[config.mk]
export PLATFORM = sky130hd
export DESIGN_NAME = seg7_scan_driver
export DESIGN_NICKNAME = d
export VERILOG_FILES = /design/src/rtl/seg7_pkg.sv /design/src/rtl/seg7_slot_timer.sv /design/src/rtl/seg7_scan_driver.sv
export SDC_FILE = /design/constraint.sdc
export NUM_CORES = 1
export LEC_CHECK = 0
export BUFFER_PORTS_ARGS = -buffer_cell sky130_fd_sc_hd__buf_2
export CORE_MARGIN = 2
export CORE_UTILIZATION = 52
export DETAILED_ROUTE_END_ITERATION = 10
export PLACE_DENSITY = 0.75
export SYNTH_ARGS = -nofsm -noshare
export SYNTH_HDL_FRONTEND = slang
export SYNTH_SLANG_ARGS = --single-unit
[constraint.sdc]
create_clock -name clk -period 2.9 [get_ports clk]
set_input_delay 0.58 -clock clk [delete_from_list [all_inputs] [get_ports clk]]
set_output_delay 0.58 -clock clk [all_outputs]
set_load 0.01 [all_outputs]
[src/rtl/seg7_pkg.sv]
// ============================================================================
// Module   : seg7_pkg
// Purpose  : Shared types and helpers for the 7-segment scan driver.
// Revision : 1.0  initial release
// ============================================================================
`default_nettype none

package seg7_pkg;

  localparam int unsigned DIGIT_W    = 4;
  localparam int unsigned MAX_DIGITS = 32;

  typedef enum logic [1:0] {
    IDLE = 2'd0,
    DEAD = 2'd1,
    ON   = 2'd2
  } scan_state_t;

  function automatic logic [MAX_DIGITS-1:0] onehot(input logic [4:0] idx);
    return {{(MAX_DIGITS-1){1'b0}}, 1'b1} << idx;
  endfunction

endpackage

`default_nettype wire

[src/rtl/seg7_slot_timer.sv]
// ============================================================================
// Module   : seg7_slot_timer
// Purpose  : Per-slot prescale counter with dead-time-end and slot-end flags.
// Revision : 1.0  initial release
// ============================================================================
`default_nettype none

module seg7_slot_timer
  import seg7_pkg::*;
#(
  parameter int unsigned PRESCALE    = 50000,
  parameter int unsigned DEAD_CYCLES = 16
) (
  input  logic clk,
  input  logic rst_n,
  input  logic clear_i,
  output logic dead_end_o,
  output logic slot_end_o
);

  localparam int unsigned          CNT_W     = $clog2(PRESCALE);
  localparam logic [CNT_W-1:0]     DEAD_LAST = CNT_W'(DEAD_CYCLES - 1);
  localparam logic [CNT_W-1:0]     SLOT_LAST = CNT_W'(PRESCALE - 1);

  logic [CNT_W-1:0] cnt_q, cnt_d;

  always_comb begin
    cnt_d = cnt_q + CNT_W'(1);
    if (clear_i || (cnt_q == SLOT_LAST)) begin
      cnt_d = '0;
    end
  end

  always_ff @(posedge clk or negedge rst_n) begin
    if (!rst_n) begin
      cnt_q <= '0;
    end else begin
      cnt_q <= cnt_d;
    end
  end

  assign dead_end_o = (cnt_q == DEAD_LAST);
  assign slot_end_o = (cnt_q == SLOT_LAST);

endmodule

`default_nettype wire

[src/rtl/seg7_scan_driver.sv]
// ============================================================================
// Module   : seg7_scan_driver
// Purpose  : N-digit time-multiplexed scan with double buffering, dead time
//            and frame strobe. Define SEG7_SCAN_LZB_EN for leading-zero blanking.
// Revision : 1.0  initial release
// ============================================================================
`default_nettype none

module seg7_scan_driver
  import seg7_pkg::*;
#(
  parameter int unsigned N_DIGITS    = 4,
  parameter int unsigned PRESCALE    = 50000,
  parameter int unsigned DEAD_CYCLES = 16
) (
  input  logic                          clk,
  input  logic                          rst_n,
  input  logic                          enable,
  input  logic                          load,
  input  logic [DIGIT_W*N_DIGITS-1:0]   digits_in,
  output logic [DIGIT_W-1:0]            digit_code,
  output logic [N_DIGITS-1:0]           digit_sel,
  output logic                          blank,
  output logic                          frame_done
);

  localparam int unsigned      IDX_W    = (N_DIGITS > 1) ? $clog2(N_DIGITS) : 1;
  localparam logic [IDX_W-1:0] LAST_IDX = IDX_W'(N_DIGITS - 1);

  typedef logic [N_DIGITS-1:0][DIGIT_W-1:0] digits_t;

  scan_state_t          state_q, state_d;
  logic [IDX_W-1:0]     idx_q, idx_d;
  digits_t              active_q, active_d;
  digits_t              shadow_q, shadow_d;
  logic                 pending_q, pending_d;
  logic [DIGIT_W-1:0]   code_q, code_d;
  logic [N_DIGITS-1:0]  sel_q, sel_d;
  logic                 blank_q, blank_d;
  logic                 fdone_q, fdone_d;

  digits_t              load_digits;
  logic                 timer_clear, dead_end, slot_end;
  logic                 frame_end, scan_start;

  assign load_digits = digits_in;
  assign timer_clear = !enable || (state_q == IDLE);
  assign frame_end   = enable && (state_q == ON) && slot_end && (idx_q == LAST_IDX);
  assign scan_start  = enable && (state_q == IDLE);

  seg7_slot_timer #(
    .PRESCALE    (PRESCALE),
    .DEAD_CYCLES (DEAD_CYCLES)
  ) u_timer (
    .clk        (clk),
    .rst_n      (rst_n),
    .clear_i    (timer_clear),
    .dead_end_o (dead_end),
    .slot_end_o (slot_end)
  );

  always_ff @(posedge clk or negedge rst_n) begin
    if (!rst_n) begin
      state_q   <= IDLE;
      idx_q     <= '0;
      active_q  <= '0;
      shadow_q  <= '0;
      pending_q <= 1'b0;
      code_q    <= '0;
      sel_q     <= '0;
      blank_q   <= 1'b1;
      fdone_q   <= 1'b0;
    end else begin
      state_q   <= state_d;
      idx_q     <= idx_d;
      active_q  <= active_d;
      shadow_q  <= shadow_d;
      pending_q <= pending_d;
      code_q    <= code_d;
      sel_q     <= sel_d;
      blank_q   <= blank_d;
      fdone_q   <= fdone_d;
    end
  end

  always_comb begin
    state_d = state_q;
    idx_d   = idx_q;
    if (!enable) begin
      state_d = IDLE;
      idx_d   = '0;
    end else begin
      unique case (state_q)
        IDLE: begin
          state_d = DEAD;
          idx_d   = '0;
        end
        DEAD: begin
          if (dead_end) state_d = ON;
        end
        ON: begin
          if (slot_end) begin
            state_d = DEAD;
            idx_d   = (idx_q == LAST_IDX) ? '0 : idx_q + IDX_W'(1);
          end
        end
        default: state_d = IDLE;
      endcase
    end
  end

  // Only the frame boundary (or scan start) may touch the displayed digits.
  always_comb begin
    active_d  = active_q;
    shadow_d  = shadow_q;
    pending_d = pending_q;
    if (frame_end || scan_start) begin
      pending_d = 1'b0;
      if (load) begin
        active_d = load_digits;
        shadow_d = load_digits;
      end else if (pending_q) begin
        active_d = shadow_q;
      end
    end else if (load) begin
      shadow_d  = load_digits;
      pending_d = 1'b1;
    end
  end

`ifdef SEG7_SCAN_LZB_EN
  logic [N_DIGITS-1:0] suppress;

  for (genvar k = 0; k < N_DIGITS; k++) begin : g_lzb
    if (k == 0) begin : g_keep
      assign suppress[k] = 1'b0;
    end else if (k == N_DIGITS - 1) begin : g_msd
      assign suppress[k] = (active_d[k] == '0);
    end else begin : g_mid
      assign suppress[k] = (active_d[k] == '0) && suppress[k+1];
    end
  end
`endif

  // Outputs are decoded from next-state values so they change on the entering edge.
  always_comb begin
    code_d  = '0;
    sel_d   = '0;
    blank_d = 1'b1;
    fdone_d = frame_end;
    if (state_d == ON) begin
      code_d  = active_d[idx_d];
      sel_d   = N_DIGITS'(onehot(5'(idx_d)));
      blank_d = 1'b0;
`ifdef SEG7_SCAN_LZB_EN
      if (suppress[idx_d]) begin
        sel_d   = '0;
        blank_d = 1'b1;
      end
`endif
    end
  end

  assign digit_code = code_q;
  assign digit_sel  = sel_q;
  assign blank      = blank_q;
  assign frame_done = fdone_q;

endmodule

`default_nettype wire
==> impl_metrics.yaml, run 1 <==
job:
  drv_cap: 0
global_routing:
  grt_overflow: 0
  grt_max_degree: 34
  grt_pass1_wl_mm: 8.77
  antenna_found_initial: 0
  grt_util_all_layers_pct: 19.2
  grt_pass1_vias: 1905
place:
  portBuffers: 29
  post-place-cells: 324
  gp_congestion: 0.805
  dpl.hpwl_mm: 3.45
  post_dp_cell_area_mm2: 0.00304
critical_path:
  required_ps: 3110
  endpoint_kind: "flip-flop"
  crit_type: "reg -> reg"
  worstReg2RegStart: "u_timer.cnt_q[7]"
  crit_top_cell: "or4_4"
  arrival_ps: 3050
  crit_start: "u_timer.cnt_q[7]"
  cp_max_fo: 11
  crit_path_top_delay_cell: "or4_4"
  cpPeakStageDelay_ps: 570
  crit_chain: "or4_4 > or4_4 > o21ai_4 > buf_12 > mux2_2 > mux2_1 > a22o_1"
  start_kind: "flip-flop"
layout:
  diodes: 0
  final_nets: 290
  drive_gt1_share_pct: 35.5
  final_area_mm2: 0.00327
  area_growth_pct: 19.8
  post-route-util_pct: 64.4
  final_cells: 343
cts:
  cts_hold_buf: 0
  ctsHtreeMaxLevel: 3
  clockRootBuffer: "clkbuf_8"
  insertion_delay_ps: 330
  clk_path_buf_depth: 2
  cts_sinks: 63
  cts_buffers: 9
  cts_tree: "yes"
  clkTransAtPathRegs_ps: 70
  ctsResizeCount: 0
yosys:
  synth-compound-area-share_pct: 6.92
  synthesis.area_mm2: 0.00273
  ys_ff_latch: 63
  synth_top_area_share_pct: 56.8
  yosys.area.top_type: "dfrtp_1"
  dominantRegCellSynth: "dfrtp_1"
  postSynthCellCount: 218
  muxShareOfSynthArea_pct: 15.3
  synth_edf_count: 0
  syn-num-nets: 240
  synthTopCellsByArea: "dfrtp_1 (57%), mux2_2 (11%), xnor2_1 (2.6%)"
  yosys.area_share.simple_pct: 12.8
  synth_commonest_cells: "dfrtp_1 (62), mux2_2 (27), nor2_1 (16), inv_1 (11)"
  yosysMostFrequentCell: "dfrtp_1"
  yosysWarnings: 0
  synth_xor_area_share_pct: 3.53
  ys_types: 41
  seq_area_frac_synth_pct: 57.8
  synth_top_family_by_area: "multiplexers"
  syn_avg_cell_area_um2: 12.5
  synth_fa_ha_area_share_pct: 0.917
  async_flop_share_pct: 100
floorplanning:
  die_h_um: 76.5
  die_w_um: 76.5
  io_pins: 30
  initial_core_util_pct: 53.8
  rows: 26
  dieArea_mm2: 0.00585
  fp.coreArea_mm2: 0.00507
route:
  wirelength_mm: 4.99
  dr.pass1.iters: 4
  via_per_inst: 5.28
  drcViolationCount: 0
  wl_per_cell_um: 14.5
  num_vias: 1810
  drt-initial-drc-count: 104
  postRouteAntennaNets: 0
sta:
  hold_violations: 0
  fin_crit_sh_pct: 97.8
  finalClockSkew_ps: 7.10
  worst_pin_slew_ps: 672
  slew_violations: 0
  holdWs_ps: 286
  slew-limit-headroom_pct: 55.2
  period_needed_ps: 2840
  setup_viol: 0
  max_clock_freq_ghz: 0.352
run_status:
  status: "complete, no violations"
pwr:
  p_per_area_mw_per_mm2: 579
  p_leak_nw: 1.53
  irDropWorstVdd_mv: 0.284
worst_hold_path:
  min_path_type: "in -> async"
metal layers:
layer | GRT usage (%) | vias to the layer above | wire (µm)
met5 | 0 | - | 0
met4 | 9.45 | 0 | 87
met3 | 4.38 | 9 | 185
met2 | 32.0 | 40 | 2460
met1 | 23.6 | 886 | 2260
li1 | - | 875 | -
placed cells by master (no fill, tap or decap), types with 4 or more instances in the layout:
cell type  instances
clkbuf_8          10
nand4_1            5
inv_1             11
buf_2             29
and3_1             8
nand2_1            5
a22o_1             4
nand3_1            7
dfrtp_1           62
mux2_2            27
mux2i_1            5
nor3_1             6
nor2_1            16
o21ai_0            8
a21oi_1            4
xnor2_1            8
or3_1              4
buf_4             12
kinds of logic after synthesis:
group / after synthesis
XOR/XNOR: 11
multiplexers: 37
AND/OR/NAND/NOR: 63
flip-flops: 63
AO/OA/AOI/OAI: 26
buffers and inverters: 16
adder cells (fa/ha/maj): 2
worst max-delay path: cells and delay by family, from the launching register on:
kind	cells	cell delay, ps
AND/OR/NAND/NOR	2	1130
buffers and inverters	1	160
multiplexers	2	640
flip-flops	1	390
AO/OA/AOI/OAI	2	400
cell type report:
cell class / instances / area [µm²]
clock buffers: 12 / 145
clock inverters: 4 / 45.0
inverters: 11 / 41.3
fillers: 412 / 1810
flip-flops and latches: 63 / 1580
well taps: 70 / 87.6
repair buffers: 44 / 295
multi-input cells: 139 / 1080
path summary, 6_finish.rpt:
path                                         end  slack (ps)  depth (start not counted)
worst max-delay path               digit_code[0]          60                          7
worst max register to register     digit_code[0]          60                          7
max in group asynchronous       u_timer.cnt_q[6]        2010                          2
min in group clk                u_timer.cnt_q[0]         470                          1
worst min register to register  u_timer.cnt_q[0]         470                          1
worst min-delay path               digit_code[0]         290                          1
registers in the layout, indices dropped and copies added (netlist names), 2 cells and up:
name,cells
idx_q,2
digit_code,4
digit_sel,4
shadow_q,16
u_timer.cnt_q,16
state_q,2
active_q,16
report_power, final:
part           internal, W  switching, W  leakage (nW)
logic             0.000101     0.0000892         0.628
clock network     0.000416      0.000305         0.100
registers         0.000956     0.0000248         0.799
timing repair:
item / 4_1_cts / 5_1_grt
hold endpoints to repair: 0 / 0
buffers inserted: 0 / 3
endpoints found under the setup margin: 0 / 4
through the flow:
stage | setup slack, ps | setup TNS, ps | total power, W
2_1_floorplan | 11.2 | 0 | 0.00111
3_3_place_gp | 90.2 | 0 | 0.00117
3_5_place_dp | 41.5 | 0 | 0.00118
4_1_cts | 8.34 | 0 | 0.00190
5_1_grt | -3.04 | -3.04 | 0.00197
6_report | 62.9 | 0 | 0.00189
Power figures use the tool's default switching activity.
==> run 2: changes to the inputs <==
--- a/config.mk
+++ b/config.mk
@@ -8,7 +8,8 @@
 export BUFFER_PORTS_ARGS = -buffer_cell sky130_fd_sc_hd__buf_2
 export CORE_MARGIN = 2
-export CORE_UTILIZATION = 52
+export CORE_UTILIZATION = 55
+export CTS_CLUSTER_SIZE = 8
 export DETAILED_ROUTE_END_ITERATION = 10
-export PLACE_DENSITY = 0.75
+export PLACE_DENSITY = 0.76
 export SYNTH_ARGS = -nofsm -noshare
 export SYNTH_HDL_FRONTEND = slang
==> constraint.sdc (replaced) <==
create_clock -name clk -period 3.5 [get_ports clk]
set_input_delay 0.175 -clock clk [delete_from_list [all_inputs] [get_ports clk]]
set_output_delay 0.175 -clock clk [all_outputs]
set_load 0.01 [all_outputs]
==> impl_metrics.yaml, run 2 (synthesis gave the netlist of run 1 again) <==
route:
  wirelength_mm: 4.65
  drcViolationCount: 0
  drt-initial-drc-count: 120
  postRouteAntennaNets: 0
  wl_per_cell_um: 14.1
  via_per_inst: 5.34
  dr.pass1.iters: 4
  num_vias: 1756
sta:
  fin_ws_ps: 419
  finalClockSkew_ps: 7.30
  fin_setup_tns_ps: 0
  max_clock_freq_ghz: 0.325
  worst_pin_slew_ps: 856
  slew_violations: 0
  slew-limit-headroom_pct: 42.9
  rsz0062_at_grt: "no"
  fin_crit_sh_pct: 88.0
  period_needed_ps: 3080
  hold_violations: 0
  setup_viol: 0
floorplanning:
  initial_core_util_pct: 57.4
  dieArea_mm2: 0.00554
  io_pins: 30
  fp.coreArea_mm2: 0.00475
  die_w_um: 74.5
  rows: 25
  die_h_um: 74.5
critical_path:
  cp_max_fo: 13
  crit_top_cell: "or4_4"
  arrival_ps: 3310
  reg2reg_depth: 6
  rr_endpoint: "digit_code[0]"
  crit_start: "u_timer.cnt_q[7]"
  crit_path_top_delay_cell: "or4_4"
  endpoint_kind: "flip-flop"
  crit_type: "reg -> reg"
  cpPeakStageDelay_ps: 630
  crit_chain: "or4_4 > or4_4 > o21ai_4 > mux2_2 > mux2_1 > a22o_1"
  r2r_slack_ps: 420
  required_ps: 3730
  start_kind: "flip-flop"
  worstReg2RegStart: "u_timer.cnt_q[7]"
layout:
  final_common_cell: "dfrtp_1"
  drive_gt1_share_pct: 32.8
  layout_common_cells: "dfrtp_1 (62), buf_2 (29), mux2_2 (27)"
  final_nets: 279
  diodes: 0
  top_regs: "active_q: 16 flops, shadow_q: 16 flops, u_timer.cnt_q: 16 flops"
  area_growth_pct: 14.8
  n_fill_cell: 373
cts:
  post_cts_buffers: 0
  clockRootBuffer: "clkbuf_8"
  clkTransAtPathRegs_ps: 70
  cts_sinks: 63
  clk_path_buf_depth: 2
  insertion_delay_ps: 340
  cts_buffers: 9
  cts_tree: "yes"
  ctsHtreeMaxLevel: 3
pwr:
  p_leak_nw: 1.46
  irDropWorstVdd_mv: 0.306
  p_per_area_mw_per_mm2: 481
job:
  drv_cap: 0
global_routing:
  grt_util_all_layers_pct: 19.1
  grt_pass1_wl_mm: 7.59
  grt_max_degree: 41
  grt_pass1_vias: 1617
  grt_overflow: 0
  antenna_found_initial: 0
run_status:
  status: "complete, no violations"
worst_hold_path:
  holdPathEnd: "shadow_q[5]"
  min_path_cells: 2
  min_path_type: "in -> reg"
  hold_start: "digits_in[5]"
place:
  portBuffers: 29
  gp_congestion: 0.844
  dpl.hpwl_mm: 3.25
  place_ws_ps: 425
==> run 2: worst max path at each step <==
stage                     to  cells past startpoint
2_1_floorplan  digit_code[3]                      8
3_3_place_gp   digit_code[2]                      6
3_5_place_dp   digit_code[0]                      6
4_1_cts        digit_code[0]                      6
5_1_grt        digit_code[2]                      6
6_report       digit_code[0]                      6
==> run 2: power by group <==
| group | internal [W] | switching (W) | total, W | leakage, nW |
|---|---|---|---|---|
| Sequential | 0.000792 | 0.0000184 | 0.000810 | 0.799 |
| Combinational | 0.0000766 | 0.0000715 | 0.000148 | 0.561 |
| Clock | 0.000290 | 0.000259 | 0.000549 | 0.0959 |
| Total | 0.00116 | 0.000349 | 0.00151 | 1.46 |
==> run 2: metal layers <==
layer | wire length (µm) | up-vias | track usage [%]
met5 | 0 | - | 0
li1 | - | 848 | -
met2 | 2000 | 43 | 26.1
met1 | 2320 | 855 | 26.8
met3 | 174 | 10 | 3.79
met4 | 154 | 0 | 14.3
==> run 2: timing repair <==
action                    CTS  global route
gates resized for setup     0             0
hold buffers                1             0
hold endpoints to repair   39             0
==> run 2: stage by stage <==
| step | util [%] | total power [W] | instance area [µm²] | instances | hold WS, ps |
|---|---|---|---|---|---|
| floorplan | - | 0.000921 | 2730 | 218 | -121 |
| global placement | 62.0 | 0.000965 | 2950 | 312 | 335 |
| detailed placement | 62.0 | 0.000971 | 2950 | 312 | 332 |
| CTS | 65.9 | 0.00152 | 3130 | 329 | 65.9 |
| global route | 65.9 | 0.00157 | 3130 | 329 | 88.4 |
| finish | 65.9 | 0.00151 | 3130 | 329 | 79.5 |
==> run 2: final cells by class <==
type | count | area [µm²] | area share, %
multi-input combinational | 139 | 1080 | 34.4
tap | 67 | 83.8 | 2.68
clock inverter | 4 | 20.0 | 0.639
inverter | 11 | 41.3 | 1.32
timing repair buffer | 33 | 178 | 5.67
clock buffer | 12 | 155 | 4.95
sequential | 63 | 1580 | 50.4
==> run 2: worst max-delay path: cells and delay by family, from the launching register on <==
kind / cells / cell delay (ps)
multiplexers: 2 / 700
flip-flops: 1 / 400
AO/OA/AOI/OAI: 2 / 670
AND/OR/NAND/NOR: 2 / 1200
